File: src/rtl/mac_seq_pkg.sv
// Shared definitions for the mac_dot_seq dot-product sequencer.
//   - Default datapath widths (operand, accumulator, job length).
//   - FSM state encoding used by the sequencer top.
package mac_seq_pkg;

  localparam int unsigned DefDataW = 8;   // operand width
  localparam int unsigned DefAccW  = 20;  // accumulator / result width
  localparam int unsigned DefLenW  = 8;   // job length field width

  typedef enum logic [1:0] {
    StIdle  = 2'd0,
    StRun   = 2'd1,
    StDrain = 2'd2,
    StDone  = 2'd3
  } state_e;

endpackage

File: src/rtl/mac_dot_seq_if.sv
// Operand stream and result port of the dot-product sequencer.
//   in_valid/in_ready/in_a/in_b : operand-pair stream (source -> sequencer)
//   res_valid/res_ready/result/ovf : held result port (sequencer -> consumer)
// Modports: master = operand source / result consumer, slave = sequencer.
interface mac_dot_seq_if
  import mac_seq_pkg::*;
#(
  parameter int unsigned DATA_W = DefDataW,
  parameter int unsigned ACC_W  = DefAccW
);

  logic              in_valid;
  logic              in_ready;
  logic [DATA_W-1:0] in_a;
  logic [DATA_W-1:0] in_b;
  logic              res_valid;
  logic              res_ready;
  logic [ACC_W-1:0]  result;
  logic              ovf;

  modport master (
    output in_valid, in_a, in_b, res_ready,
    input  in_ready, res_valid, result, ovf
  );

  modport slave (
    input  in_valid, in_a, in_b, res_ready,
    output in_ready, res_valid, result, ovf
  );

endinterface

File: src/rtl/Vedic_Mult8.sv
// Combinational 8x8 unsigned Vedic (Urdhva Tiryagbhyam) multiplier.
// Built hierarchically: 2x2 gate-level cells -> 4x4 -> 8x8, each level
// summing four half-width partial products.
//   a, b : 8-bit unsigned operands
//   p    : 16-bit unsigned product
module Vedic_Mult8 (
  input  logic [7:0]  a,
  input  logic [7:0]  b,
  output logic [15:0] p
);

  function automatic logic [3:0] vm2(input logic [1:0] x, input logic [1:0] y);
    logic [3:0] r;
    logic       c;
    r[0] = x[0] & y[0];
    r[1] = (x[1] & y[0]) ^ (x[0] & y[1]);
    c    = (x[1] & y[0]) & (x[0] & y[1]);
    r[2] = (x[1] & y[1]) ^ c;
    r[3] = (x[1] & y[1]) & c;
    return r;
  endfunction

  function automatic logic [7:0] vm4(input logic [3:0] x, input logic [3:0] y);
    logic [3:0] q0, q1, q2, q3;
    q0 = vm2(x[1:0], y[1:0]);
    q1 = vm2(x[3:2], y[1:0]);
    q2 = vm2(x[1:0], y[3:2]);
    q3 = vm2(x[3:2], y[3:2]);
    return {q3, 4'b0000} + {2'b00, q1, 2'b00} + {2'b00, q2, 2'b00} + {4'b0000, q0};
  endfunction

  function automatic logic [15:0] vm8(input logic [7:0] x, input logic [7:0] y);
    logic [7:0] q0, q1, q2, q3;
    q0 = vm4(x[3:0], y[3:0]);
    q1 = vm4(x[7:4], y[3:0]);
    q2 = vm4(x[3:0], y[7:4]);
    q3 = vm4(x[7:4], y[7:4]);
    return {q3, 8'h00} + {4'h0, q1, 4'h0} + {4'h0, q2, 4'h0} + {8'h00, q0};
  endfunction

  always_comb begin
    p = vm8(a, b);
  end

endmodule

File: src/rtl/mac_dot_seq.sv
// Job-bounded unsigned dot-product sequencer on an 8-bit Vedic MAC datapath.
//   clk, rst : clock and synchronous active-high reset
//   start    : job request, honoured only in IDLE
//   len      : number of operand pairs, sampled with start (0 = empty job)
//   busy     : high in every state except IDLE
//   bus      : operand stream in, held result/ovf out (slave modport)
// Pipeline: stage 1 registers the product of each accepted pair, stage 2
// adds it into the accumulator. The result appears two edges after the
// last accepted beat regardless of input gaps. DATA_W must be 8 to match
// the multiplier; ACC_W must be at least 2*DATA_W.
module mac_dot_seq
  import mac_seq_pkg::*;
#(
  parameter int unsigned DATA_W = DefDataW,
  parameter int unsigned ACC_W  = DefAccW,
  parameter int unsigned LEN_W  = DefLenW
) (
  input  logic             clk,
  input  logic             rst,
  input  logic             start,
  input  logic [LEN_W-1:0] len,
  output logic             busy,
  mac_dot_seq_if.slave     bus
);

  state_e               state_q, state_d;
  logic [LEN_W-1:0]     cnt_q, cnt_d;
  logic [2*DATA_W-1:0]  prod_q, prod_d, mult_p;
  logic                 pvalid_q, pvalid_d;
  logic [ACC_W-1:0]     acc_q, acc_d;
  logic                 ovf_q, ovf_d;
  logic                 acc_clr;
  logic                 fire;
  logic [ACC_W:0]       sum;

  Vedic_Mult8 u_mult (
    .a (bus.in_a),
    .b (bus.in_b),
    .p (mult_p)
  );

  assign fire = bus.in_valid && (state_q == StRun);

  // Sequencer FSM and beat counter
  always_comb begin
    state_d = state_q;
    cnt_d   = cnt_q;
    acc_clr = 1'b0;
    unique case (state_q)
      StIdle: begin
        if (start) begin
          acc_clr = 1'b1;
          if (len != '0) begin
            cnt_d   = len;
            state_d = StRun;
          end else begin
            state_d = StDone;
          end
        end
      end
      StRun: begin
        if (fire) begin
          cnt_d = cnt_q - LEN_W'(1);
          if (cnt_q == LEN_W'(1)) state_d = StDrain;
        end
      end
      // Last product was registered on entry; leave once the add has consumed it.
      StDrain: begin
        if (!pvalid_q) state_d = StDone;
      end
      StDone: begin
        if (bus.res_ready) state_d = StIdle;
      end
      default: state_d = StIdle;
    endcase
  end

  // Stage 1: product register; holds its value across bubbles
  always_comb begin
    pvalid_d = fire;
    prod_d   = fire ? mult_p : prod_q;
  end

  // Stage 2: accumulate with sticky carry-out
  always_comb begin
    sum   = {1'b0, acc_q} + (ACC_W + 1)'(prod_q);
    acc_d = acc_q;
    ovf_d = ovf_q;
    if (acc_clr) begin
      acc_d = '0;
      ovf_d = 1'b0;
    end else if (pvalid_q) begin
      acc_d = sum[ACC_W-1:0];
      ovf_d = ovf_q | sum[ACC_W];
    end
  end

  always_ff @(posedge clk) begin
    if (rst) begin
      state_q  <= StIdle;
      cnt_q    <= '0;
      prod_q   <= '0;
      pvalid_q <= 1'b0;
      acc_q    <= '0;
      ovf_q    <= 1'b0;
    end else begin
      state_q  <= state_d;
      cnt_q    <= cnt_d;
      prod_q   <= prod_d;
      pvalid_q <= pvalid_d;
      acc_q    <= acc_d;
      ovf_q    <= ovf_d;
    end
  end

  always_comb begin
    busy          = (state_q != StIdle);
    bus.in_ready  = (state_q == StRun);
    bus.res_valid = (state_q == StDone);
    bus.result    = acc_q;
    bus.ovf       = ovf_q;
  end

endmodule
File: src/flat_wrapper.sv
// flat-port wrapper written by rule: the top's interface ports become plain ports
module mac_dot_seq_flat import mac_seq_pkg::*;
#(
  parameter int unsigned DATA_W = DefDataW,
  parameter int unsigned ACC_W  = DefAccW,
  parameter int unsigned LEN_W  = DefLenW
)
  (clk, rst, start, len, busy, bus_in_valid, bus_in_a, bus_in_b, bus_res_ready, bus_in_ready, bus_res_valid, bus_result, bus_ovf);
  mac_dot_seq_if #(.DATA_W(DATA_W), .ACC_W(ACC_W)) bus_i ();
  input  logic clk;
  input  logic rst;
  input  logic start;
  input  logic [LEN_W-1:0] len;
  output logic busy;
  input wire logic [$bits(bus_i.in_valid)-1:0] bus_in_valid;
  input wire logic [$bits(bus_i.in_a)-1:0] bus_in_a;
  input wire logic [$bits(bus_i.in_b)-1:0] bus_in_b;
  input wire logic [$bits(bus_i.res_ready)-1:0] bus_res_ready;
  output wire logic [$bits(bus_i.in_ready)-1:0] bus_in_ready;
  output wire logic [$bits(bus_i.res_valid)-1:0] bus_res_valid;
  output wire logic [$bits(bus_i.result)-1:0] bus_result;
  output wire logic [$bits(bus_i.ovf)-1:0] bus_ovf;
  assign bus_i.in_valid = bus_in_valid;
  assign bus_i.in_a = bus_in_a;
  assign bus_i.in_b = bus_in_b;
  assign bus_i.res_ready = bus_res_ready;
  assign bus_in_ready = bus_i.in_ready;
  assign bus_res_valid = bus_i.res_valid;
  assign bus_result = bus_i.result;
  assign bus_ovf = bus_i.ovf;
  mac_dot_seq #(.DATA_W(DATA_W), .ACC_W(ACC_W), .LEN_W(LEN_W)) u_core (.clk(clk), .rst(rst), .start(start), .len(len), .busy(busy), .bus(bus_i));
endmodule
File: config.mk
export PLATFORM = sky130hd
export DESIGN_NAME = mac_dot_seq_flat
export DESIGN_NICKNAME = d
export VERILOG_FILES = /design/src/rtl/mac_seq_pkg.sv /design/src/rtl/mac_dot_seq_if.sv /design/src/rtl/Vedic_Mult8.sv /design/src/rtl/mac_dot_seq.sv /design/src/flat_wrapper.sv
export SDC_FILE = /design/constraint.sdc
export NUM_CORES = 1
export LEC_CHECK = 0
export BUFFER_PORTS_ARGS = -buffer_cell sky130_fd_sc_hd__buf_2
export CORE_MARGIN = 1
export CORE_UTILIZATION = 30
export CTS_CLUSTER_DIAMETER = 60
export DETAILED_ROUTE_END_ITERATION = 16
export PLACE_DENSITY = 0.45
export SYNTH_ARGS = -nofsm -noshare
export SYNTH_HDL_FRONTEND = slang
export SYNTH_SLANG_ARGS = --single-unit
File: constraint.sdc
create_clock -name clk -period 6.3 [get_ports clk]
set_clock_uncertainty 0.05 [all_clocks]
set_input_delay 1.26 -clock clk [delete_from_list [all_inputs] [get_ports clk]]
set_output_delay 1.26 -clock clk [all_outputs]
set_load 0.01 [all_outputs]
== Word level (Yosys, flattened, before mapping) ==
Cells that the tools add are included.

* Reduce and logical (&&, ||, !) cells: 8
* Bitwise logic cells: 129
* Muxes and demuxes: 13
* $add $sub $neg: 17
* Equal/unequal tests: 10
* Multiply operators: 0
* Shift operators: 0
* Div/mod/pow operators: 0
* $lt $le $gt $ge: 0

{| class="wikitable"
|+ Operators with widths
! cell !! number
|-
| $and 1x1->1 || 96
|-
| $add 8x6->8 || 8
|-
| $add 16x12->16 || 2
|-
| $add 8x4->8 || 4
|-
| $xor 1x1->1 || 32
|-
| $mux 8 || 3
|-
| $add 20x16->21 || 1
|-
| $add 16x8->16 || 1
|-
| $pmux 8 s2 || 1
|-
| $mux 2 || 6
|-
| $eq 8x1->1 const B || 1
|-
| $pmux 2 s4 || 1
|-
| $reduce_bool 8->1 || 1
|-
| $sub 8x1->8 const B || 1
|-
| $ne 2x1->1 const B || 3
|-
| $ne 2x2->1 const B || 3
|-
| $reduce_and 5->1 || 1
|-
| $eq 2x2->1 const B || 2
|-
| $reduce_and 4->1 || 1
|-
| $reduce_bool 2->1 || 2
|-
| $eq 2x1->1 const B || 1
|-
| $logic_not 2->1 || 1
|-
| $mux 1 || 2
|-
| $reduce_or 2->1 || 1
|-
| other kinds (2) || 2
|}

* Bits in writable memories: 0
* Input bits: 29
* Latch bits: 0
* Output and inout bits: 24
* Memories kept: 0
* Bits in registers: 48
* Bits in read-only memories: 0
* Logic and storage cells: 183

== Depth between registers and ports, before layout ==
* Depth after elaboration: 9
* Mapped depth: 20
* Gate-level depth less buffers: 20

== Cells and area by module ==
A second synthesis with hierarchy kept.

* Cell total of the unflattened synthesis: 609
* Area total of the unflattened synthesis: 5183.7 um2

{| class="wikitable"
|+ By module, submodules not included
! module !! instances !! area each (um2) !! cells an instance
|-
| mac_dot_seq || 1 || 2790.2 || 331
|-
| Vedic_Mult8 || 1 || 2393.5 || 278
|}

== Least setup slack after synthesis ==
Ideal clock, no wire load.

* Path type: input-to-reg
* Start point: input port bus_in_a[3]
* End point: register u_core.prod_q[15]
* Library setup time: 0.086 ns
* Data required time: 6.164 ns
* Setup slack: 0.907 ns
* Path buffers: 0
* Arrival: 5.257 ns
* Stages on the path: 19
* Path through: and2_1 ha_1 ha_1 inv_1 fa_1 inv_1 fa_1 a21o_1 a21oi_1 xor2_1 fa_1 inv_1 ha_1 a21oi_2 o211ai_2 o41ai_2 nor3b_2 xnor2_1 a211oi_1

* Cells in the longest elaborated chain, start to end: 8
* Elaborated cells between the ends (all ways): 32
* Those cells by class: add/sub (8); bitwise (24)

{| class="wikitable"
|+ Ends and longest elaborated chain
! item !! line !! source
|-
| start, declared || flat_wrapper.sv:16 || <nowiki>input wire logic [$bits(bus_i.in_a)-1:0] bus_in_a;</nowiki>
|-
| $and 1x1->1 || Vedic_Mult8.sv:16, Vedic_Mult8.sv:17 ||
|-
| $and 1x1->1 || Vedic_Mult8.sv:17 || <nowiki>c = (x[1] & y[0]) & (x[0] & y[1]);</nowiki>
|-
| $xor 1x1->1 or $and 1x1->1 (tied branches) || Vedic_Mult8.sv:18, Vedic_Mult8.sv:19 ||
|-
| $add 8x6->8 (2 in a row) || Vedic_Mult8.sv:29 || <nowiki>return {q3, 4'b0000} + {2'b00, q1, 2'b00} + {2'b00, q2, 2'b00} + {4'b0000, q0};</nowiki>
|-
| $add 8x4->8 || Vedic_Mult8.sv:29 ||
|-
| $add 16x12->16 || Vedic_Mult8.sv:38 || <nowiki>return {q3, 8'h00} + {4'h0, q1, 4'h0} + {4'h0, q2, 4'h0} + {8'h00, q0};</nowiki>
|-
| $add 16x8->16 (*) || Vedic_Mult8.sv:38 ||
|-
| end signal, assigned || mac_dot_seq.sv:109 || <nowiki>prod_q <= prod_d;</nowiki>
|-
| end, declared || mac_dot_seq.sv:28 || <nowiki>logic [2*DATA_W-1:0] prod_q, prod_d, mult_p;</nowiki>
|}

Every way passes the cells marked *; elsewhere a longest branch is shown, timed or not.
A chain may end at the register's enable or synchronous reset.

== Worst setup path in the final report ==
* Start point: input port bus_in_b[2]
* End point: register u_core.prod_q[15]

* Cells in the longest elaborated chain, start to end: 9
* Elaborated cells between the ends (all ways): 33
* Those cells by class: add/sub (9); bitwise (24)

{| class="wikitable"
|+ Ends and longest elaborated chain
! item !! line !! source
|-
| start, declared || flat_wrapper.sv:17 || <nowiki>input wire logic [$bits(bus_i.in_b)-1:0] bus_in_b;</nowiki>
|-
| $and 1x1->1 || Vedic_Mult8.sv:16, Vedic_Mult8.sv:17 ||
|-
| $and 1x1->1 || Vedic_Mult8.sv:17 ||
|-
| $xor 1x1->1 or $and 1x1->1 (tied branches) || Vedic_Mult8.sv:18, Vedic_Mult8.sv:19 ||
|-
| $add 8x6->8 (2 in a row) || Vedic_Mult8.sv:29 ||
|-
| $add 8x4->8 || Vedic_Mult8.sv:29 ||
|-
| $add 16x12->16 (2 in a row) || Vedic_Mult8.sv:38 ||
|-
| $add 16x8->16 (*) || Vedic_Mult8.sv:38 ||
|}

Marked as above.

==> impl_metrics.json <==
{
  "crit_chain": "buf_2 -> and2_1 -> ha_1 -> ha_1 -> inv_1 -> fa_1 -> inv_1 -> fa_1 -> a21o_1 -> a21oi_1 -> xor2_1 -> fa_1 -> inv_1 -> ha_1 -> a21oi_2 -> o211ai_2 -> o41ai_2 -> nor3b_2 -> xnor2_1 -> a211oi_1",
  "min_period_ns": 5.452,
  "clk-insertion-delay-late_ns": 0.29,
  "via_per_inst": 4.764,
  "grt_pass1_wl_um": 20630,
  "clk_path_buf_depth": 2,
  "fin_crit_sh_pct": 86.55,
  "grt_most_used_layer": "met2",
  "synth_seq_area_share_pct": 17.91,
  "setup_tns_ns": 0,
  "cts_tree": "done",
  "vias": 4392,
  "crit_required_ns": 6.46,
  "grt_pass1_vias": 4328,
  "grt_use_total_pct": 13.89,
  "first_pass_iters": 4,
  "use_met2_pct": 22.93,
  "std_cell_rows": 48,
  "ys_top_cells_by_area": "ha_1 (18%), dfxtp_1 (18%), fa_1 (11%), and2_1 (6.6%), inv_1 (6.2%)",
  "pin_count": 53,
  "ant_nets": 0,
  "drc": 0,
  "gp_congestion": 0.7980,
  "ys_seq_elements": 48,
  "area_growth_pct": 12.08,
  "initial_core_util_pct": 30.90,
  "drt_iter0_markers": 172,
  "grtUsageMet3_pct": 1.609,
  "die_h_um": 135.7,
  "status": "completed",
  "yosysWarnings": 0,
  "finalWirelength_um": 12150,
  "met1_usage_pct": 18.77,
  "finalMaxSlewViolations": 0,
  "slowest_delay_ns": 0.54,
  "num_antenna_cells": 0,
  "yosys.area.top_type": "ha_1",
  "final_area_um2": 6012,
  "power_density_nw_per_um2": 267.5,
  "grt_max_degree": 30,
  "max_cap_violations": 0,
  "worstSetupEndpointType": "flip-flop",
  "peakVddDrop_uv": 103.8,
  "synth_edf_count": 0,
  "cts-resized-gates": 0,
  "p_leak_nw": 2.891,
  "max_freq_ghz": 0.1834,
  "regToRegSetupSlack_ns": 3.33,
  "async_flop_share_pct": 0,
  "synth_cell_types": 68,
  "synth_top_cell_area_share_pct": 18.43,
  "cts_setup_buffers": 0,
  "antenna_found_initial": 0,
  "portBuffers": 52,
  "setup_viol": 0,
  "min_path_type": "reg -> reg",
  "htree_levels": 2,
  "core_um2": 17360,
  "root_buffer": "clkbuf_16",
  "die-width_um": 135.7,
  "grt_overflow": 0,
  "syn_avg_cell_area_um2": 8.214,
  "maxSlewHeadroom_pct": 43.16,
  "holdBufCountCts": 0,
  "drive_gt1_share_pct": 12.05,
  "post-dp-hpwl_um": 9987,
  "synth_flop_cell": "dfxtp_1",
  "hold_slack_ns": 0.4145,
  "startpoint_type": "input port",
  "dpl_cell_area_um2": 5829,
  "worst_path_max_delay_cell": "fa_1",
  "tightest_slew_ns": 0.8526,
  "dieArea_um2": 18420,
  "worst_ep_arrival_time_ns": 5.61,
  "clk_pin_slew_ns": 0.07,
  "hold_viol_final": 0,
  "syn_inst": 653,
  "cts.sinks": 48,
  "synthesis.area_um2": 5364,
  "crit_type": "in -> reg",
  "worst-path-max-fanout": 8,
  "post_drt_wl_per_cell_um": 13.18,
  "fin_nets": 834,
  "power_mw": 1.608,
  "syn-num-nets": 791,
  "cts_buffers": 5,
  "rsz0062_at_grt": "no"
}
==> power breakdown <==
part | total [mW] | switching, mW | internal, mW | leakage (nW)
registers | 0.407 | 0.0493 | 0.357 | 0.390
clock network | 0.328 | 0.119 | 0.209 | 0.0901
logic | 0.874 | 0.517 | 0.357 | 2.41
==> through the flow <==
| step | setup WS, ns | std cells | util [%] |
|---|---|---|---|
| global route | 0.5739 | 922 | 34.64 |
| CTS | 0.8195 | 922 | 34.64 |
| global placement | 0.5754 | 914 | 33.59 |
| finish | 0.8475 | 922 | 34.64 |
| floorplan | 0.9074 | 653 | - |
| detailed placement | 0.5183 | 914 | 33.59 |
==> registers in the layout (all words and copies together) (netlist names) <==
name,flops
u_core.state_q,2
u_core.bus.ovf,1
u_core.cnt_q,8
u_core.bus.result,20
u_core.prod_q,16
u_core.pvalid_q,1
==> cell families (layout without fill, tap and decap cells) <==
kind of cell,after synthesis,in the layout,synth area share [%]
adder cells (fa/ha/maj),109,109,29.62
AND/OR/NAND/NOR,215,215,20.57
multiplexers,6,6,1.120
flip-flops,48,48,17.91
XOR/XNOR,25,25,4.082
buffers and inverters,107,151,7.931
AO/OA/AOI/OAI,143,143,18.76
==> cell usage in the layout (no fill, tap or decap), types with 3 or more instances in the layout <==
master	instances
nand2_1	60
nand4_1	5
clkbuf_16	5
xor2_1	7
mux2i_1	6
xnor2_1	18
nand2b_1	6
or3_1	4
a21o_1	16
fa_1	30
ha_1	79
and2_1	57
o21bai_1	4
a31oi_1	3
o211ai_2	3
a211oi_1	12
nor2_1	35
dfxtp_1	48
a21oi_1	49
o22ai_1	3
o21ai_1	8
nand3_1	20
o21ai_0	11
buf_2	52
a22oi_1	4
nor3_1	9
nor3b_1	4
a21oi_2	3
inv_1	89
==> layer usage <==
layer  vias to the layer above  wire [um]
li1                       2308          -
met1                      2001       6117
met2                        71       5512
met3                        12        366
met4                         0        156
met5                         -          0
==> synth_stat cells, types with 4 or more instances <==
| cell | count |
|---|---|
| a22oi_1 | 4 |
| o21ai_0 | 11 |
| inv_1 | 89 |
| dfxtp_1 | 48 |
| fa_1 | 30 |
| nor2_1 | 35 |
| or3_1 | 4 |
| mux2i_1 | 6 |
| o21ai_1 | 8 |
| nand3_1 | 20 |
| a211oi_1 | 12 |
| clkbuf_1 | 11 |
| nor3b_1 | 4 |
| nand2b_1 | 6 |
| ha_1 | 79 |
| nand4_1 | 5 |
| xnor2_1 | 18 |
| a21o_1 | 16 |
| xor2_1 | 7 |
| a21oi_1 | 49 |
| nand2_1 | 60 |
| and2_1 | 57 |
| nor3_1 | 9 |
| o21bai_1 | 4 |
==> cell type report <==
| cell class | count | area [um2] |
|---|---|---|
| clock inverter | 1 | 30.03 |
| tap | 225 | 281.5 |
| clock buffer | 7 | 152.6 |
| multi-input combinational | 498 | 3978 |
| fill | 1807 | 11340 |
| timing repair buffer | 54 | 275.3 |
| inverter | 89 | 334.1 |
| sequential | 48 | 960.9 |
==> final timing paths <==
kind,from,end,depth (start not counted)
hold reg to reg,u_core.prod_q[2]$_SDFFE_PP0P_,u_core.prod_q[2]$_SDFFE_PP0P_,2
setup reg to reg,u_core.state_q[1]$_SDFFE_PP0P_,u_core.cnt_q[0]$_SDFFE_PP0P_,7
hold / removal,u_core.prod_q[2]$_SDFFE_PP0P_,u_core.prod_q[2]$_SDFFE_PP0P_,2
setup / recovery,bus_in_b[2],u_core.prod_q[15]$_SDFFE_PP0P_,20
==> critical path: cells and delay by family <==
family / cells / cell delay, ns
XOR/XNOR: 2 / 0.24
AND/OR/NAND/NOR: 2 / 0.26
buffers and inverters: 4 / 0.31
adder cells (fa/ha/maj): 6 / 2.31
AO/OA/AOI/OAI: 6 / 1.20
(Power assumes the default switching activity.)
